### config.mk
export PLATFORM = sky130hd
export DESIGN_NAME = serial_adder
export DESIGN_NICKNAME = d
export VERILOG_FILES = /design/src/rtl/serial_adder.sv
export SDC_FILE = /design/constraint.sdc
export NUM_CORES = 1
export LEC_CHECK = 0
export BUFFER_PORTS_ARGS = -buffer_cell sky130_fd_sc_hd__buf_4
export CORE_MARGIN = 2
export CORE_UTILIZATION = 53
export CTS_CLUSTER_DIAMETER = 60
export DETAILED_ROUTE_END_ITERATION = 10
export PLACE_DENSITY_LB_ADDON = 0.15
export SLEW_MARGIN = 20
export SYNTH_ARGS = -nofsm -noshare
export SYNTH_HDL_FRONTEND = slang
export SYNTH_SLANG_ARGS = --single-unit
### constraint.sdc
create_clock -name clk -period 1.8 [get_ports clk]
set_clock_uncertainty 0.05 [all_clocks]
set_input_delay 0.36 -clock clk [delete_from_list [all_inputs] [get_ports clk]]
set_output_delay 0.36 -clock clk [all_outputs]
set_load 0.01 [all_outputs]
### src/rtl/serial_adder.sv
// ---------------------------------------------------------------------------
// serial_adder
//
// Bit-serial adder: adds two WIDTH-bit operands plus a carry-in, one bit per
// clock, LSB first, with a single full adder and a carry flip-flop.
//
// Ports
//   clk       in   single clock, rising edge
//   reset     in   asynchronous, active-high reset
//   start     in   request a new addition (accepted in IDLE or DONE)
//   a, b      in   WIDTH-bit operands, sampled when start is accepted
//   carryin   in   initial carry, sampled when start is accepted
//   busy      out  high while bits are being processed (RUN)
//   done      out  one-cycle pulse when a new result is valid (DONE)
//   sum       out  registered result of the last completed addition
//   carryout  out  registered carry out of bit WIDTH-1
//   overflow  out  registered two's-complement overflow
// ---------------------------------------------------------------------------
module serial_adder #(
    parameter int WIDTH = 8
) (
    input  logic             clk,
    input  logic             reset,
    input  logic             start,
    input  logic [WIDTH-1:0] a,
    input  logic [WIDTH-1:0] b,
    input  logic             carryin,
    output logic             busy,
    output logic             done,
    output logic [WIDTH-1:0] sum,
    output logic             carryout,
    output logic             overflow
);

    localparam int CW = $clog2(WIDTH + 1);

    localparam logic [1:0] IDLE = 2'd0;
    localparam logic [1:0] RUN  = 2'd1;
    localparam logic [1:0] DONE = 2'd2;

    logic [1:0]       state_reg;
    logic [WIDTH-1:0] a_reg;
    logic [WIDTH-1:0] b_reg;
    logic [WIDTH-1:0] acc_reg;
    logic             carry_reg;
    logic [CW-1:0]    count_reg;

    logic             bit_sum;
    logic             bit_carry;
    logic             last_bit;
    logic [WIDTH-1:0] acc_next;

    // Full adder on the current LSBs of the operand shift registers.
    assign bit_sum   = a_reg[0] ^ b_reg[0] ^ carry_reg;
    assign bit_carry = (a_reg[0] & b_reg[0]) | (a_reg[0] & carry_reg) | (b_reg[0] & carry_reg);
    assign last_bit  = (count_reg == CW'(WIDTH - 1));

    // New sum bit enters at the MSB; after WIDTH shifts bit i sits at position i.
    assign acc_next  = WIDTH'({bit_sum, acc_reg} >> 1);

    assign busy = (state_reg == RUN);
    assign done = (state_reg == DONE);

    always_ff @(posedge clk or posedge reset) begin
        if (reset) begin
            state_reg <= IDLE;
            a_reg     <= '0;
            b_reg     <= '0;
            acc_reg   <= '0;
            carry_reg <= 1'b0;
            count_reg <= '0;
            sum       <= '0;
            carryout  <= 1'b0;
            overflow  <= 1'b0;
        end else begin
            case (state_reg)
                IDLE, DONE: begin
                    if (start) begin
                        a_reg     <= a;
                        b_reg     <= b;
                        carry_reg <= carryin;
                        acc_reg   <= '0;
                        count_reg <= '0;
                        state_reg <= RUN;
                    end else begin
                        state_reg <= IDLE;
                    end
                end
                RUN: begin
                    // start is deliberately ignored here.
                    a_reg     <= a_reg >> 1;
                    b_reg     <= b_reg >> 1;
                    carry_reg <= bit_carry;
                    acc_reg   <= acc_next;
                    count_reg <= count_reg + CW'(1);
                    if (last_bit) begin
                        state_reg <= DONE;
                        sum       <= acc_next;
                        carryout  <= bit_carry;
                        // carry_reg is the carry into the MSB at this point.
                        overflow  <= carry_reg ^ bit_carry;
                    end
                end
                default: state_reg <= IDLE;
            endcase
        end
    end

endmodule

==> flow_metrics.py <==
metrics = {
    "worst_setup_path": {
        "crit_path_end_kind": "primary output",
        "crit_fanout": 14,
        "cp.arrival_ps": 1360,
        "worst_ep_required_time_ps": 1390,
        "rr_startpoint": "state_reg[0]$_DFFE_PP0P_",
        "cp-startpoint": "state_reg[1]$_DFFE_PP0P_",
        "crit_type": "flip-flop to primary output",
        "cp-start-kind": "flip-flop",
    },
    "cts": {
        "postCtsSetupRepairBufs": 0,
        "cts_buffers": 5,
        "clock_sinks": 40,
        "path_clk_slew_ps": 110,
        "cts_max_level": 2,
        "clockRootBuffer": "clkbuf_4",
        "cts.path.max_buffers": 2,
        "cts_tree": "done",
        "post_cts_resized": 0,
        "hold_buffers": 0,
        "worstSkewPairLatency_ps": 340,
    },
    "logic_synthesis": {
        "synth_cell_types": 21,
        "ys_warn_count": 0,
        "synth_nets": 141,
        "avgSynthCellArea_sq_um": 13.8,
        "synth_seq_cells": 40,
        "netlist_instances": 119,
        "yosysSeqAreaShare_pct": 60.7,
        "synth_area_sq_um": 1650,
    },
    "drt": {
        "ant_nets": 0,
        "num_vias": 1067,
        "drcViolationCount": 0,
        "routed_via_density": 5.68,
        "postRouteWirelength_um": 2750,
        "avgRoutedWirePerCell_um": 14.6,
        "dr.pass1.iters": 3,
        "drt_iter0_markers": 48,
    },
    "power_and_ir_drop": {
        "irDropWorstVdd_mv": 0.698,
        "power.density_nw_per_um2": 1720,
        "leakage_nw": 1.07,
        "power.total_w": 0.00340,
    },
    "layout": {
        "final_common_cell": "dfrtp_1",
        "final_cell_count_no_fill": 188,
        "area_growth_pct": 20.0,
        "drive_above_1_share_pct": 36.1,
        "nNetsFinal": 176,
        "antenna_cells": 0,
        "final_cell_mix": "40 x dfrtp_1, 36 x buf_4, 26 x a22o_1",
        "stdcell_area_sq_um": 1980,
    },
    "floorplanning": {
        "die_area_sq_um": 3570,
        "start_util_pct": 54.9,
        "core_sq_um": 3000,
        "row_count": 20,
        "die_h_um": 59.8,
        "ios": 32,
        "die_x_um": 59.8,
    },
    "place": {
        "placedCellCount": 180,
        "dpl_cell_area_sq_um": 1920,
        "globalplace.congestion": 0.690,
        "dp_hpwl_um": 1880,
        "port_buffers": 31,
    },
    "sta": {
        "finalSetupViolCount": 0,
        "fin_crit_ps": 1770,
        "timing.hold.ws_ps": 71.8,
        "worst_slew_pin_slew_ps": 929,
        "timing.fmax_ghz": 0.566,
        "slew_headroom_pct": 38.0,
        "hold_viol_final": 0,
        "rsz0062_at_grt": "yes",
        "drv_slew": 0,
        "final.period_utilization_pct": 98.2,
    },
    "min_path": {
        "min_path_type": "input port to asynchronous set/reset pin",
    },
    "run": {
        "cap_violations": 0,
    },
    "global_route": {
        "grtUsageTotal_pct": 18.2,
        "gr-total-overflow": 0,
        "antenna_found_initial": 0,
        "grt_pass1_vias": 1046,
        "grt_start_max_net_pins": 41,
        "grt_first_pass_wirelength_um": 4690,
    },
    "status": {
        "status": "finished clean",
    },
}
## worst paths after layout
check | to | slack [ps] | depth (start not counted)
max | busy | 30 | 3
min | carryout$_DFFE_PP0P_ | 70 | 3
max reg2reg | b_reg[7]$_DFFE_PP0P_ | 80 | 3
min reg2reg | a_reg[3]$_DFFE_PP0P_ | 440 | 1
max in group asynchronous | state_reg[0]$_DFFE_PP0P_ | 1290 | 3
min in group clk | a_reg[7]$_DFFE_PP0P_ | 190 | 2
## critical path, cell delays in order, from the launching register on
cell and delay [ps]:
dfrtp_1 390, and2b_1 270, buf_4 230, buf_4 150
## cells in the mapped netlist
| cell | count | area (sq um) |
|---|---|---|
| dfrtp_1 | 40 | 1000 |
| a22o_1 | 26 | 228 |
| a21o_1 | 15 | 113 |
| mux2_2 | 10 | 113 |
| buf_2 | 7 | 35.0 |
| nand2_1 | 3 | 11.3 |
| nor2b_1 | 3 | 18.8 |
| mux2i_1 | 2 | 20.0 |
| and2b_1 | 1 | 7.51 |
| buf_4 | 1 | 7.51 |
| fa_1 | 1 | 20.0 |
| ha_1 | 1 | 12.5 |
| inv_1 | 1 | 3.75 |
| nand2b_1 | 1 | 6.26 |
| nand4_1 | 1 | 6.26 |
| nor2_1 | 1 | 3.75 |
| nor2_2 | 1 | 6.26 |
| nor3b_2 | 1 | 12.5 |
| o21ai_0 | 1 | 5.00 |
| xnor2_1 | 1 | 8.76 |
| xor2_1 | 1 | 8.76 |
## cells by family (layout without fill, tap and decap cells)
| kind of cell | after synthesis | in the layout | synth area share, % |
|---|---|---|---|
| AO/OA/AOI/OAI | 42 | 42 | 21.0 |
| XOR/XNOR | 2 | 2 | 1.06 |
| adder cells (fa/ha/maj) | 2 | 2 | 1.97 |
| buffers and inverters | 9 | 45 | 2.81 |
| flip-flops | 40 | 40 | 60.7 |
| multiplexers | 12 | 12 | 8.05 |
| AND/OR/NAND/NOR | 12 | 12 | 4.40 |
## layout make-up
cell class | count | area, sq um
repair buffers | 36 | 270
flip-flops and latches | 40 | 1000
well taps | 33 | 41.3
multi-input cells | 70 | 601
inverters | 1 | 3.75
fillers | 258 | 1020
clock buffers | 6 | 51.3
clock inverters | 2 | 10.0
## through the flow
step | utilization [%] | TNS, ps | setup slack (ps)
after floorplan | - | 0 | 307
after global placement | 63.8 | 0 | 112
after detailed placement | 63.8 | 0 | 48.0
after CTS | 65.9 | 0 | 11.5
after global routing | 65.9 | -1790 | -98.2
final | 65.9 | 0 | 32.1
## power breakdown
| group | switching, W | internal (W) | leakage, nW |
|---|---|---|---|
| sequential | 0.000254 | 0.00130 | 0.510 |
| combinational | 0.000607 | 0.000786 | 0.517 |
| clock | 0.000274 | 0.000186 | 0.0380 |
| total | 0.00114 | 0.00227 | 1.07 |
## routing by layer
| metal | up-vias | GRT usage (%) | wire [um] | part of all wire, % |
|---|---|---|---|---|
| li1 | 508 | - | - | - |
| met4 | 0 | 6.67 | 14 | 0.51 |
| met3 | 2 | 7.79 | 157 | 5.7 |
| met1 | 531 | 22.3 | 1150 | 42 |
| met5 | - | 0 | 0 | 0 |
| met2 | 26 | 28.6 | 1430 | 52 |
Note: power is estimated with default switching activity, not from simulation.
